**config.mk**
```make
export PLATFORM = sky130hd
export DESIGN_NAME = peripheral_uart_tx_serializer_wb
export DESIGN_NICKNAME = d
export VERILOG_FILES = /design/src/rtl/peripheral_uart_tx_serializer_wb.sv
export SDC_FILE = /design/constraint.sdc
export NUM_CORES = 1
export LEC_CHECK = 0
export CORE_ASPECT_RATIO = 1.4
export CORE_MARGIN = 5
export CORE_UTILIZATION = 54
export DETAILED_ROUTE_END_ITERATION = 12
export PLACE_DENSITY = 0.87
export SYNTH_ARGS = -nofsm -noshare
export SYNTH_HDL_FRONTEND = slang
export SYNTH_SLANG_ARGS = --single-unit
```
**constraint.sdc**
```tcl
create_clock -name clk -period 4.65 [get_ports clk]
set_input_delay 0.465 -clock clk [delete_from_list [all_inputs] [get_ports clk]]
set_output_delay 0.465 -clock clk [all_outputs]
set_load 0.01 [all_outputs]
```
**src/rtl/peripheral_uart_tx_serializer_wb.sv**
```systemverilog
// peripheral_uart_tx_serializer_wb
// UART transmit serializer fed by the WishBone UART TX FIFO. Pops one character
// whenever idle with a non-empty FIFO, then shifts out: start bit, 5..8 data
// bits LSB first, optional parity, 1 / 1.5 / 2 stop bits. Bit timing comes from
// a 16x oversampling enable pulse.
//
// Build option: define PERIPHERAL_UART_TX_PARITY_EN to generate the parity bit
// (lcr[3] PEN, lcr[4] EPS, lcr[5] stick). Without it, lcr[5:3] are ignored and
// the PARITY state encoding is reserved and never entered.
module peripheral_uart_tx_serializer_wb #(
    parameter int DATA_WIDTH     = 8,
    parameter int FIFO_COUNTER_W = 5,
    parameter int OVERSAMPLE     = 16
) (
    input  logic                      clk,
    input  logic                      wb_rst_i,
    input  logic                      enable,
    input  logic [7:0]                lcr,
    input  logic [DATA_WIDTH-1:0]     fifo_data,
    input  logic [FIFO_COUNTER_W-1:0] fifo_count,
    output logic                      tx_pop,
    output logic                      stx_pad_o,
    output logic [2:0]                tstate,
    output logic                      tx_busy,
    output logic                      tx_empty
);

    // Tick counter must reach 2*OVERSAMPLE-1 for the longest stop period.
    localparam int TICK_W = $clog2(2 * OVERSAMPLE + 1);
    localparam int BIT_W  = (DATA_WIDTH > 1) ? $clog2(DATA_WIDTH) : 1;

    localparam logic [TICK_W-1:0] BIT_LAST    = TICK_W'(OVERSAMPLE - 1);
    localparam logic [TICK_W-1:0] STOP15_LAST = TICK_W'(OVERSAMPLE + OVERSAMPLE / 2 - 1);
    localparam logic [TICK_W-1:0] STOP2_LAST  = TICK_W'(2 * OVERSAMPLE - 1);

    typedef enum logic [2:0] {
        ST_IDLE   = 3'd0,
        ST_START  = 3'd1,
        ST_DATA   = 3'd2,
        ST_PARITY = 3'd3,
        ST_STOP   = 3'd4
    } state_t;

    state_t                  state_q,   state_d;
    logic [DATA_WIDTH-1:0]   shift_q,   shift_d;
    logic [BIT_W-1:0]        bit_cnt_q, bit_cnt_d;
    logic [TICK_W-1:0]       tick_q,    tick_d;
    logic                    parity_q,  parity_d;   // running XOR of bits already sent
    logic                    line_q,    line_d;     // FSM-driven line level, before break
    logic                    tx_pop_q,  tx_pop_d;
    logic                    stx_q,     stx_d;

    logic                    bit_end;
    logic [BIT_W-1:0]        last_bit;
    logic [TICK_W-1:0]       stop_last;
    logic                    parity_en;
    logic                    parity_bit;
    logic                    cfg_unused;

    // Last data bit index: word length is 5 + lcr[1:0].
    assign last_bit  = BIT_W'(4) + BIT_W'(lcr[1:0]);

    // One full bit period has elapsed on this enable pulse.
    assign bit_end   = enable && (tick_q == BIT_LAST);

    // Stop length: 1 bit, 1.5 bits for 5-bit words with lcr[2], else 2 bits.
    assign stop_last = !lcr[2]           ? BIT_LAST    :
                       (lcr[1:0] == 2'b00) ? STOP15_LAST : STOP2_LAST;

`ifdef PERIPHERAL_UART_TX_PARITY_EN
    assign parity_en  = lcr[3];
    // Stick parity sends ~EPS; otherwise EPS=1 sends the XOR, EPS=0 its inverse.
    assign parity_bit = lcr[5] ? ~lcr[4] : (lcr[4] ? parity_q : ~parity_q);
    assign cfg_unused = lcr[7];
`else
    assign parity_en  = 1'b0;
    assign parity_bit = 1'b0;
    assign cfg_unused = ^{lcr[7], lcr[5:3], parity_q};
`endif

    // Next-state logic for the frame sequencer; lcr is sampled continuously.
    always_comb begin
        // NOTE: every signal assigned here gets a default first so no path can leave it unassigned and infer a latch.
        state_d   = state_q;
        shift_d   = shift_q;
        bit_cnt_d = bit_cnt_q;
        tick_d    = tick_q;
        parity_d  = parity_q;
        line_d    = line_q;
        tx_pop_d  = 1'b0;

        unique case (state_q)
            ST_IDLE: begin
                line_d = 1'b1;
                if (tx_pop_q) begin
                    // Pop cycle: FIFO head is valid now, capture it and start the frame.
                    shift_d   = fifo_data;
                    bit_cnt_d = '0;
                    tick_d    = '0;
                    parity_d  = 1'b0;
                    line_d    = 1'b0;
                    state_d   = ST_START;
                end else if (fifo_count != '0) begin
                    tx_pop_d = 1'b1;
                end
            end

            ST_START: begin
                if (enable) begin
                    if (bit_end) begin
                        tick_d    = '0;
                        bit_cnt_d = '0;
                        line_d    = shift_q[0];
                        parity_d  = shift_q[0];
                        state_d   = ST_DATA;
                    end else begin
                        tick_d = tick_q + TICK_W'(1);
                    end
                end
            end

            ST_DATA: begin
                if (enable) begin
                    if (bit_end) begin
                        tick_d = '0;
                        // >= keeps the FSM moving even if lcr shrinks the word mid-frame.
                        if (bit_cnt_q >= last_bit) begin
                            if (parity_en) begin
                                line_d  = parity_bit;
                                state_d = ST_PARITY;
                            end else begin
                                line_d  = 1'b1;
                                state_d = ST_STOP;
                            end
                        end else begin
                            shift_d   = shift_q >> 1;
                            bit_cnt_d = bit_cnt_q + BIT_W'(1);
                            line_d    = shift_q[1];
                            parity_d  = parity_q ^ shift_q[1];
                        end
                    end else begin
                        tick_d = tick_q + TICK_W'(1);
                    end
                end
            end

`ifdef PERIPHERAL_UART_TX_PARITY_EN
            ST_PARITY: begin
                if (enable) begin
                    if (bit_end) begin
                        tick_d  = '0;
                        line_d  = 1'b1;
                        state_d = ST_STOP;
                    end else begin
                        tick_d = tick_q + TICK_W'(1);
                    end
                end
            end
`endif

            ST_STOP: begin
                line_d = 1'b1;
                if (enable) begin
                    if (tick_q >= stop_last) begin
                        // Back-to-back frames: pop in the single IDLE cycle that follows.
                        tick_d   = '0;
                        state_d  = ST_IDLE;
                        tx_pop_d = (fifo_count != '0);
                    end else begin
                        tick_d = tick_q + TICK_W'(1);
                    end
                end
            end

            default: begin
                // Reserved encodings recover to IDLE with the line high.
                line_d  = 1'b1;
                tick_d  = '0;
                state_d = ST_IDLE;
            end
        endcase

        // Break overrides the line level but leaves the sequencer untouched.
        stx_d = line_d & ~lcr[6];
    end

    // State and registered outputs; async reset aborts any frame in flight.
    always_ff @(posedge clk or posedge wb_rst_i) begin
        if (wb_rst_i) begin
            state_q   <= ST_IDLE;
            shift_q   <= '0;
            bit_cnt_q <= '0;
            tick_q    <= '0;
            parity_q  <= 1'b0;
            line_q    <= 1'b1;
            tx_pop_q  <= 1'b0;
            stx_q     <= 1'b1;
        end else begin
            // NOTE: non-blocking assignments so every register samples pre-edge values regardless of statement order.
            state_q   <= state_d;
            shift_q   <= shift_d;
            bit_cnt_q <= bit_cnt_d;
            tick_q    <= tick_d;
            parity_q  <= parity_d;
            line_q    <= line_d;
            tx_pop_q  <= tx_pop_d;
            stx_q     <= stx_d;
        end
    end

    assign tx_pop    = tx_pop_q;
    assign stx_pad_o = stx_q;
    assign tstate    = state_q;
    assign tx_busy   = (state_q != ST_IDLE);
    assign tx_empty  = (fifo_count == '0) && (state_q == ST_IDLE);

endmodule

```
==> results.cfg <==
[global_route]
grt_usage_pct = 17.9
grt_pass1_wl_um = 5140
grt_max_degree = 24
grt_overflow_total = 0
antenna_found_initial = 0
first_global_vias = 1226

[logic_synthesis]
yosys_warnings = 0
ys.flop_type = dfrtp_1
yosysSeqAreaShare_pct = 40.5
synth_edf_count = 0
synth_seq_cells = 23
ys_async_sr_fraction_pct = 100
synth_area_per_cell_um2 = 10.1
synth_nets = 171
synth_area_um2 = 1430
synth.distinct_cells = 41
syn_inst = 141

[sta]
max-slew-margin-rel_pct = 41.5
slew_violations = 0
finalHoldViolations = 0
fmaxAchievable_mhz = 382
min_period_ns = 2.62
tns_ns = 0
period_share_pct = 56.3
grt_setup_unrepaired = false
tightest_slew_ns = 0.876
holdWs_ns = 0.509
setup-violations-final = 0
skew_ns = 0.00348

[floorplan]
fp-row-count = 22
ioPinCount = 31
die_x_um = 53.4
initial_core_util_pct = 55.1
die_y_um = 70.8
core-area_um2 = 2590
dieArea_um2 = 3780

[worst_setup_path]
r2r_slack_ns = 2.46
crit_type = in2out
cp_data_required_time_ns = 4.18
critPathMaxFanout = 2
cp-end-kind = output pin
startpoint_type = primary input
critPathArrivalTime_ns = 2.15

[cells_and_area]
layout-drive-gt1-share_pct = 16.3
final_util_pct = 66.2
multi_input_area_um2 = 777
syn_to_final_growth_pct = 20.1
diodes = 0
nNetsFinal = 197
seq_area_um2 = 578
final_cells = 202
post-route-cell-area_um2 = 1710
fill_cells = 225

[clock_network]
htree_num_levels = 1
root_buffer = clkbuf_4
cts_max_path_buffers = 2
clk_pin_slew_ns = 0.13
cts_resized = 0
cts_tree = yes
cts_setup_buffers = 0
cts_hold_buf = 0
cts.sinks = 23
cts_buffers = 3
insertion_delay_ns = 0.31

[pwr]
p_switching_uw = 120
p_clk_share_pct = 22.0
leakagePower_nw = 0.680
share_seq_of_total_power_pct = 58.3
power_density_nw_per_um2 = 252
comb_power_share_pct = 19.7
swShare_pct = 27.7
p_int_uw = 312
ir_worst_vdd_uv = 248

[drt]
dr_wl_met3_um = 216
drt-initial-drc-count = 60
drt-total-wl_um = 2970
vias = 1192
wl_per_cell_um = 14.7
vias_per_cell = 5.90
dr.pass1.iters = 4
top_layer = met4
wl_met1_um = 1180
wl_met2_um = 1560
ant_nets = 0
drc = 0

[place]
place_area_um2 = 1690
detailed_place_hpwl_um = 2270
port_buffers = 26
gp_congestion = 0.802
dp_cells = 198

[job]
cap_viol_max_count = 0

[run_status]
status = finished clean

[min_path]
hold_path_class = reg2reg
==> through the flow <==
step / setup WS (ns) / power, mW
final: 2.03 / 0.431
after global routing: 1.91 / 0.456
after CTS: 2.01 / 0.434
after detailed placement: 1.99 / 0.340
after global placement: 2.02 / 0.333
after floorplan: 2.68 / 0.302
==> synth_stat cells, types with 2 or more instances <==
cell	instances	share of area, %
nor4b_1	2	1.2
nand2b_1	2	0.88
o21ai_0	8	2.8
dfstp_2	2	3.7
a21oi_1	9	3.2
nor2_1	8	2.1
nor3_1	4	1.4
mux2i_1	2	1.4
buf_6	3	2.4
or3_1	2	0.88
dfrtp_1	21	37
nand3_1	7	2.5
a211oi_1	2	1.1
nand2_1	12	3.2
mux2_2	15	12
ha_1	6	5.3
inv_1	7	1.8
nand4b_1	2	1.2
a31oi_1	2	0.88
a22o_1	2	1.2
nor2b_1	3	1.3
==> flip-flops by register name, summed over array words and instances (netlist names) <==
signal     cells
tstate         3
stx_pad_o      1
bit_cnt_q      3
tick_q         6
tx_pop         1
line_q         1
shift_q        8
==> critical path: stages <==
cell and delay [ns]:
clkdlybuf4s50_1 0.40, or4_1 0.54, nor3_1 0.18, clkdlybuf4s50_1 0.57
==> worst paths after layout <==
kind                       depth (start not counted)      endpoint     startpoint
max                                                4      tx_empty  fifo_count[0]
min                                                1  bit_cnt_q[0]   bit_cnt_q[0]
max reg2reg                                        4     tstate[0]      tstate[1]
min reg2reg                                        1  bit_cnt_q[0]   bit_cnt_q[0]
max in group asynchronous                          2     tstate[1]       wb_rst_i
min in group asynchronous                          2     tick_q[1]       wb_rst_i
==> placed cells by master (no fill, tap or decap), types with 2 or more instances in the layout <==
cell type,instances
nor2_1,8
nand4b_1,2
or3_1,2
dfstp_2,2
clkdlybuf4s50_1,26
a31oi_1,2
dfrtp_1,21
mux2_2,15
inv_1,7
mux2i_1,2
nor2b_1,3
nand2_1,12
nand2b_1,2
nor4b_1,2
a22o_1,2
ha_1,6
a21oi_1,9
a211oi_1,2
o21ai_0,8
clkbuf_4,3
nor3_1,4
nand3_1,7
==> cells by family (layout without fill, tap and decap cells) <==
logic type / count (synthesis) / count (layout) / share of synthesized area (%)
fa+ha+maj: 6 / 6 / 5.26
simple gates: 49 / 49 / 18.8
buf+inv: 12 / 37 / 5.00
compound gates: 33 / 33 / 16.6
mux: 17 / 17 / 13.2
xor+xnor: 1 / 1 / 0.614
flops: 23 / 23 / 40.5
==> layout make-up <==
class                   instances  area share [%]
clock buffers                   4            1.53
inverters                       7            1.53
multi-input cells             106            45.4
flip-flops and latches         23            33.7
well taps                      36            2.63
repair buffers                 26            15.2
==> routing by layer <==
layer | track usage (%) | up-vias
met2 | 30.3 | 47
li1 | - | 571
met4 | 7.39 | 0
met5 | 0 | -
met3 | 3.79 | 2
met1 | 21.1 | 572
==> power by group through the flow <==
stage | clock, mW | sequential (mW) | combinational (mW)
after floorplan | 0 | 0.250 | 0.0521
after detailed placement | 0 | 0.255 | 0.0856
after global routing | 0.106 | 0.254 | 0.0957
after global placement | 0 | 0.253 | 0.0800
final | 0.0951 | 0.251 | 0.0851
after CTS | 0.0970 | 0.251 | 0.0862
(Power assumes the default switching activity.)
